### src/rtl/imm_extend_pipe.sv
// imm_extend_pipe: decodes the immediate field of a 32-bit instruction
// word according to immSrc, sign/zero-extends it to XLEN and queues the
// result with its sideband tag in a 2-entry FIFO using a valid/ready handshake.
//
// Optional build macro: IMM_CSR_ZIMM_EN
//   defined   -> immSrc=110 decodes the CSR zimm field, zext(instr[19:15])
//   undefined -> immSrc=110 is unsupported (result 0, bad=1)
module imm_extend_pipe #(
    parameter int XLEN  = 32,
    parameter int TAG_W = 5
) (
    input  logic             clk,
    input  logic             reset,
    input  logic             flush,
    input  logic             in_valid,
    output logic             in_ready,
    input  logic [31:0]      instr,
    input  logic [2:0]       immSrc,
    input  logic [TAG_W-1:0] in_tag,
    output logic             out_valid,
    input  logic             out_ready,
    output logic [XLEN-1:0]  immExt,
    output logic [TAG_W-1:0] out_tag,
    output logic             bad
);

    logic [31:0]      raw;
    logic             sext;
    logic             bad_d;
    logic [XLEN-1:0]  imm_d;

    logic [XLEN-1:0]  imm_q [2];
    logic [TAG_W-1:0] tag_q [2];
    logic             bad_q [2];
    logic             wr_ptr;
    logic             rd_ptr;
    logic [1:0]       count;

    logic             push;
    logic             pop;
    logic             unused_opcode;

    // opcode bits never contribute to any immediate format
    assign unused_opcode = ^instr[6:0];

    // Decode the immediate to a 32-bit value, then widen it to XLEN.
    always_comb begin
        raw   = '0;
        sext  = 1'b0;
        bad_d = 1'b0;
        case (immSrc)
            3'b000: begin
                raw  = {{20{instr[31]}}, instr[31:20]};
                sext = 1'b1;
            end
            3'b001: begin
                raw  = {{20{instr[31]}}, instr[31:25], instr[11:7]};
                sext = 1'b1;
            end
            3'b010: begin
                raw  = {{19{instr[31]}}, instr[31], instr[7], instr[30:25],
                        instr[11:8], 1'b0};
                sext = 1'b1;
            end
            3'b011: begin
                raw  = {{11{instr[31]}}, instr[31], instr[19:12], instr[20],
                        instr[30:21], 1'b0};
                sext = 1'b1;
            end
            3'b100: begin
                raw  = {instr[31:12], 12'b0};
                sext = 1'b1;
            end
            3'b101: begin
                // RV64 shift amounts carry one extra bit
                raw = {26'b0, (XLEN == 64) ? instr[25] : 1'b0, instr[24:20]};
            end
`ifdef IMM_CSR_ZIMM_EN
            3'b110: begin
                raw = {27'b0, instr[19:15]};
            end
`else
            3'b110: begin
                bad_d = 1'b1;
            end
`endif
            default: begin
                bad_d = 1'b1;
            end
        endcase

        if (sext) begin
            imm_d = XLEN'($signed(raw));
        end else begin
            imm_d = XLEN'(raw);
        end
    end

    // in_ready depends only on registered occupancy, never on out_ready.
    assign in_ready  = (count < 2'd2);
    assign out_valid = (count != 2'd0);
    assign push      = in_valid & in_ready & ~flush;
    assign pop       = out_valid & out_ready & ~flush;

    // Occupancy and pointers; flush empties the buffer and drops any push.
    always_ff @(posedge clk or posedge reset) begin
        if (reset) begin
            count  <= 2'd0;
            wr_ptr <= 1'b0;
            rd_ptr <= 1'b0;
        end else if (flush) begin
            count  <= 2'd0;
            wr_ptr <= 1'b0;
            rd_ptr <= 1'b0;
        end else begin
            if (push) begin
                wr_ptr <= ~wr_ptr;
            end
            if (pop) begin
                rd_ptr <= ~rd_ptr;
            end
            case ({push, pop})
                2'b10:   count <= count + 2'd1;
                2'b01:   count <= count - 2'd1;
                default: count <= count;
            endcase
        end
    end

    // Entry storage written at the tail on each accepted request.
    always_ff @(posedge clk or posedge reset) begin
        if (reset) begin
            for (int i = 0; i < 2; i++) begin
                imm_q[i] <= '0;
                tag_q[i] <= '0;
                bad_q[i] <= 1'b0;
            end
        end else if (push) begin
            imm_q[wr_ptr] <= imm_d;
            tag_q[wr_ptr] <= in_tag;
            bad_q[wr_ptr] <= bad_d;
        end
    end

    // Head entry is visible only while valid; otherwise outputs read as zero.
    always_comb begin
        immExt  = '0;
        out_tag = '0;
        bad     = 1'b0;
        if (out_valid) begin
            immExt  = imm_q[rd_ptr];
            out_tag = tag_q[rd_ptr];
            bad     = bad_q[rd_ptr];
        end
    end

endmodule

### config.mk
export PLATFORM = sky130hd
export DESIGN_NAME = imm_extend_pipe
export DESIGN_NICKNAME = d
export VERILOG_FILES = /design/src/rtl/imm_extend_pipe.sv
export SDC_FILE = /design/constraint.sdc
export NUM_CORES = 1
export LEC_CHECK = 0
export ABC_AREA = 1
export BUFFER_PORTS_ARGS = -buffer_cell sky130_fd_sc_hd__buf_2
export CAP_MARGIN = 10
export CORE_MARGIN = 5
export CORE_UTILIZATION = 59
export DETAILED_ROUTE_END_ITERATION = 10
export PLACE_DENSITY = 0.95
export SLEW_MARGIN = 15
export SYNTH_ARGS = -nofsm -noshare
export SYNTH_HDL_FRONTEND = slang
export SYNTH_SLANG_ARGS = --single-unit
### constraint.sdc
create_clock -name clk -period 4.8 [get_ports clk]
set_clock_uncertainty 0.1 [all_clocks]
set_input_delay 0.48 -clock clk [delete_from_list [all_inputs] [get_ports clk]]
set_output_delay 0.48 -clock clk [all_outputs]
set_load 0.01 [all_outputs]
Word level (Yosys, flattened, before mapping)
Cells that the tools add are included.
{"block": "totals", "register_bits": 80, "in_bits": 45, "elab_cells": 67}
{"block": "classes", "add_sub_neg": 2, "order_cmp": 4, "n_eq_ne": 7, "muxes": 29, "bitwise_logic": 9, "reduce_logical": 7}
{"cell": "$pmux 32 s6", "count": 1}
{"cell": "$mux 32", "count": 5}
{"cell": "$bwmux 64", "count": 1}
{"cell": "$demux 32 s1", "count": 1}
{"cell": "$mux 5", "count": 5}
{"cell": "$bwmux 10", "count": 1}
{"cell": "$mux 1", "count": 10}
{"cell": "$eq 3x2->1 const B", "count": 2}
{"cell": "$eq 3x3->1 const B", "count": 2}
{"cell": "$reduce_bool 2->1", "count": 3}
{"cell": "$reduce_or 6->1", "count": 1}
{"cell": "$demux 5 s1", "count": 1}
{"cell": "$and 1x1->1", "count": 4}
{"cell": "$ge 2x2->1 const B", "count": 2}
{"cell": "$not 1->2", "count": 2}
{"cell": "$pmux 2 s2", "count": 1}
{"cell": "$eq 3x1->1 const B", "count": 1}
{"cell": "$logic_not 3->1", "count": 1}
{"cell": "$not 1->1", "count": 3}
{"cell": "$reduce_bool 3->1", "count": 1}
{"cell": "$add 2x1->2 const B", "count": 1}
{"cell": "$bwmux 2", "count": 1}
{"cell": "$eq 2x1->1 const B", "count": 1}
{"cell": "$eq 2x2->1 const B", "count": 1}
{"cell": "other kinds (6)", "count": 6}

Logic depth before layout (Yosys ltp)
{"block": "depth", "word_depth": 6, "ltp_mapped": 8, "depth_no_buf": 7}

Least setup slack after synthesis
Ideal clock, no wire load.
{"block": "synth_timing", "path_kind": "flip-flop to output port", "start": "reg rd_ptr", "end": "out immExt[27]", "arrival_ns": 1.139, "t_required_ns": 4.220, "setup_slack_ns": 3.081, "stages_incl_launch_ff": 6, "path_buffers": 2, "path_cell_list": "dfrtp_1 buf_2 clkinv_1 clkbuf_1 nand2_1 a21oi_1"}
{"block": "synth_via", "elab_chain_cells": 5}
{"element": "start: declaration", "line_no": "36", "text": "logic rd_ptr;"}
{"element": "start signal: assignment", "line_no": "120", "text": "rd_ptr <= ~rd_ptr;"}
{"element": "$not 1->2 (not written as such)", "line_no": "151", "text": "immExt = imm_q[rd_ptr];"}
{"element": "$mux 32 (not written as such) (3 in a row)", "line_no": "151"}
{"element": "$mux 32", "line_no": "150", "text": "if (out_valid) begin"}
{"element": "end: declaration", "line_no": "22", "text": "output logic [XLEN-1:0] immExt,"}
No other way between the ends. The select of a mux whose other input is x is not followed.

Worst setup path after layout
Ends and elaborated chain as after synthesis.

==> out/qor.yml <==
setup_path:
  critical_path_arrival_ns: 1.85
  end_kind: "primary output"
  crit_end: "immExt[27]"
  crit_start: "rd_ptr"
  r2r_slack_ns: 2.65
  cp_max_fo: 26
  cp-start-kind: "flip-flop"
  rr_endpoint: "imm_q[60]"
  path_class: "reg -> out"
  critPathRequiredTime_ns: 4.22
  timing.rr.start: "count[1]"
  ff2ff_path_depth: 6
timing:
  finalHoldViolCount: 0
  relSlewSlack_pct: 37.28
  slew_violations: 0
  rsz0062_at_grt: "false"
  finalCritPeriodShare_pct: 50.64
  layout_min_cycle_time_ns: 2.431
  max_freq_mhz: 411.4
  finalWorstSetupSlack_ns: 2.369
  tightestPinTransition_ns: 0.9394
  finalSetupViolations: 0
  fin_tns_setup_ns: 0
routing:
  dr.pass1.iters: 5
  drc: 0
  detail-route-antenna-nets: 0
  viasPerCell: 5.581
  routed_wl_um: 9686
  drt_iter0_drc: 350
  vias: 3689
  routedWlPerCell_um: 14.65
logic_synthesis:
  synthAdderAreaFrac_pct: 0
  synth_top_family_by_area: "simple AND/OR/NAND/NOR gates"
  synthMuxAreaShare_pct: 0
  yosysWarnings: 0
  synth_xor_area_share_pct: 0
  synthesis.area_mm2: 0.003920
  yosys.cell_types.count: 24
  ys_seq_elements: 80
  synth-edff-count: 0
  synth.avg_cell_area_um2: 7.626
  synth_top_flop_cell: "dfrtp_1"
  syn-num-nets: 559
  yosys.area_share.simple_pct: 24.39
  synth_compound_area_share_pct: 16.53
  ys_async_sr_fraction_pct: 100.0
  synth_cells: 514
  synth-seq-area-share_pct: 51.07
clock_network:
  worstSkewPairLatency_ns: 0.35
  cts_buffers: 9
  ctsRootBufferMaster: "clkbuf_8"
  cts_setup_buffers: 0
  cts_tree: "built"
  htreeDepth: 3
  ctsResizeCount: 0
  postCtsHoldBufs: 0
  clockBufferDepth: 2
  clk_pin_slew_ns: 0.08
  cts_sinks: 80
global_routing:
  grt_util_all_layers_pct: 24.81
  grt_antenna_before_repair: 0
  grt_pass1_vias: 3551
  grt_overflow: 0
  grt_start_max_net_pins: 60
  grt_pass1_wl_um: 16770
cells_and_area:
  final_common_cell: "nand2_1"
  fillerInstances: 555
  diodes: 0
  fin_util_pct: 70.19
  fin_nets: 624
  area_growth_pct: 15.00
  layout-drive-gt1-share_pct: 19.52
  final_cell_mix: "nand2_1, dfrtp_1, buf_2, a21oi_1, inv_1"
power_and_ir_drop:
  cellLeakagePower_nw: 2.348
  max-vdd-ir-drop_v: 0.0003373
  power_density_mw_per_mm2: 564.1
  power.total_w: 0.002543
place:
  dp.final_hpwl_um: 6371
  place_ws_ns: 2.488
  gp_congestion: 0.9114
  port_buffers: 77
run:
  maxCapViolCount: 0
floorplan:
  die_w_um: 91.51
  core_area_mm2: 0.006422
  start_util_pct: 61.04
  ios: 85
  die_h_um: 91.51
  fp-row-count: 29
  die_area_mm2: 0.008374
min_path:
  holdCritPathClass: "in -> async"
status:
  status: "complete, no violations"
layer usage:
metal / track usage (%) / routed length [µm]
met3: 4.545 / 788
met1: 33.10 / 4055
met4: 10.05 / 207
met2: 40.05 / 4635
met5: 0 / 0
critical path, cell delays in order (launching register included):
cell and delay (ns):
dfrtp_1 0.38, clkinv_1 0.26, buf_4 0.37, nand2_1 0.12, a21oi_1 0.19, buf_2 0.16
power by group:
part	switching (W)	internal [W]	total, W
Sequential	0.000148	0.000956	0.00110
Clock	0.000244	0.000269	0.000513
Combinational	0.000593	0.000333	0.000926
layout make-up:
class / instances / area (µm²) / share of cell area (%)
Sequential cell: 80 / 2002 / 44.41
Multi-Input combinational cell: 359 / 1607 / 35.64
Timing Repair Buffer: 81 / 415.4 / 9.215
Inverter: 48 / 180.2 / 3.997
Clock buffer: 12 / 155.1 / 3.442
Tap cell: 77 / 96.34 / 2.137
Clock inverter: 4 / 52.55 / 1.166
worst min path at each step:
stage | end | slack (ns) | depth (start not counted)
3_3_place_gp | imm_q[7] | 0.35 | 2
4_1_cts | imm_q[1] | 0.19 | 2
6_report | imm_q[1] | 0.17 | 2
5_1_grt | tag_q[0] | 0.24 | 2
2_1_floorplan | imm_q[10] | 0.34 | 2
3_5_place_dp | imm_q[7] | 0.35 | 2
registers in the layout, summed over array words and instances (netlist names):
| name | count |
|---|---|
| imm_q | 64 |
| tag_q | 10 |
| bad_q | 2 |
| count | 2 |
| rd_ptr | 1 |
| wr_ptr | 1 |
kinds of logic (layout without fill, tap and decap cells):
kind of cell,Yosys count,in the layout
buf+inv,75,145
simple gates,231,231
flops,80,80
compound gates,128,128
stage by stage:
step,hold WS [ns],area [µm²],cells
after CTS,0.1922,4508,661
final,0.1744,4508,661
after global routing,0.2378,4508,661
after floorplan,0.3367,3920,514
after detailed placement,0.3530,4300,645
after global placement,0.3474,4300,645
cell usage after synthesis, drive strengths merged (3+ instances only):
library cell	instances	area share, %
a31oi	4	0.64
clkbuf	12	1.2
a21oi	47	6.0
inv	47	4.5
dfrtp	80	51
buf	15	2.2
nand3	19	2.9
nand2	189	18
nor2	19	2.7
nor3	3	0.38
o21ai	76	9.7
Power figures use the tool's default switching activity.
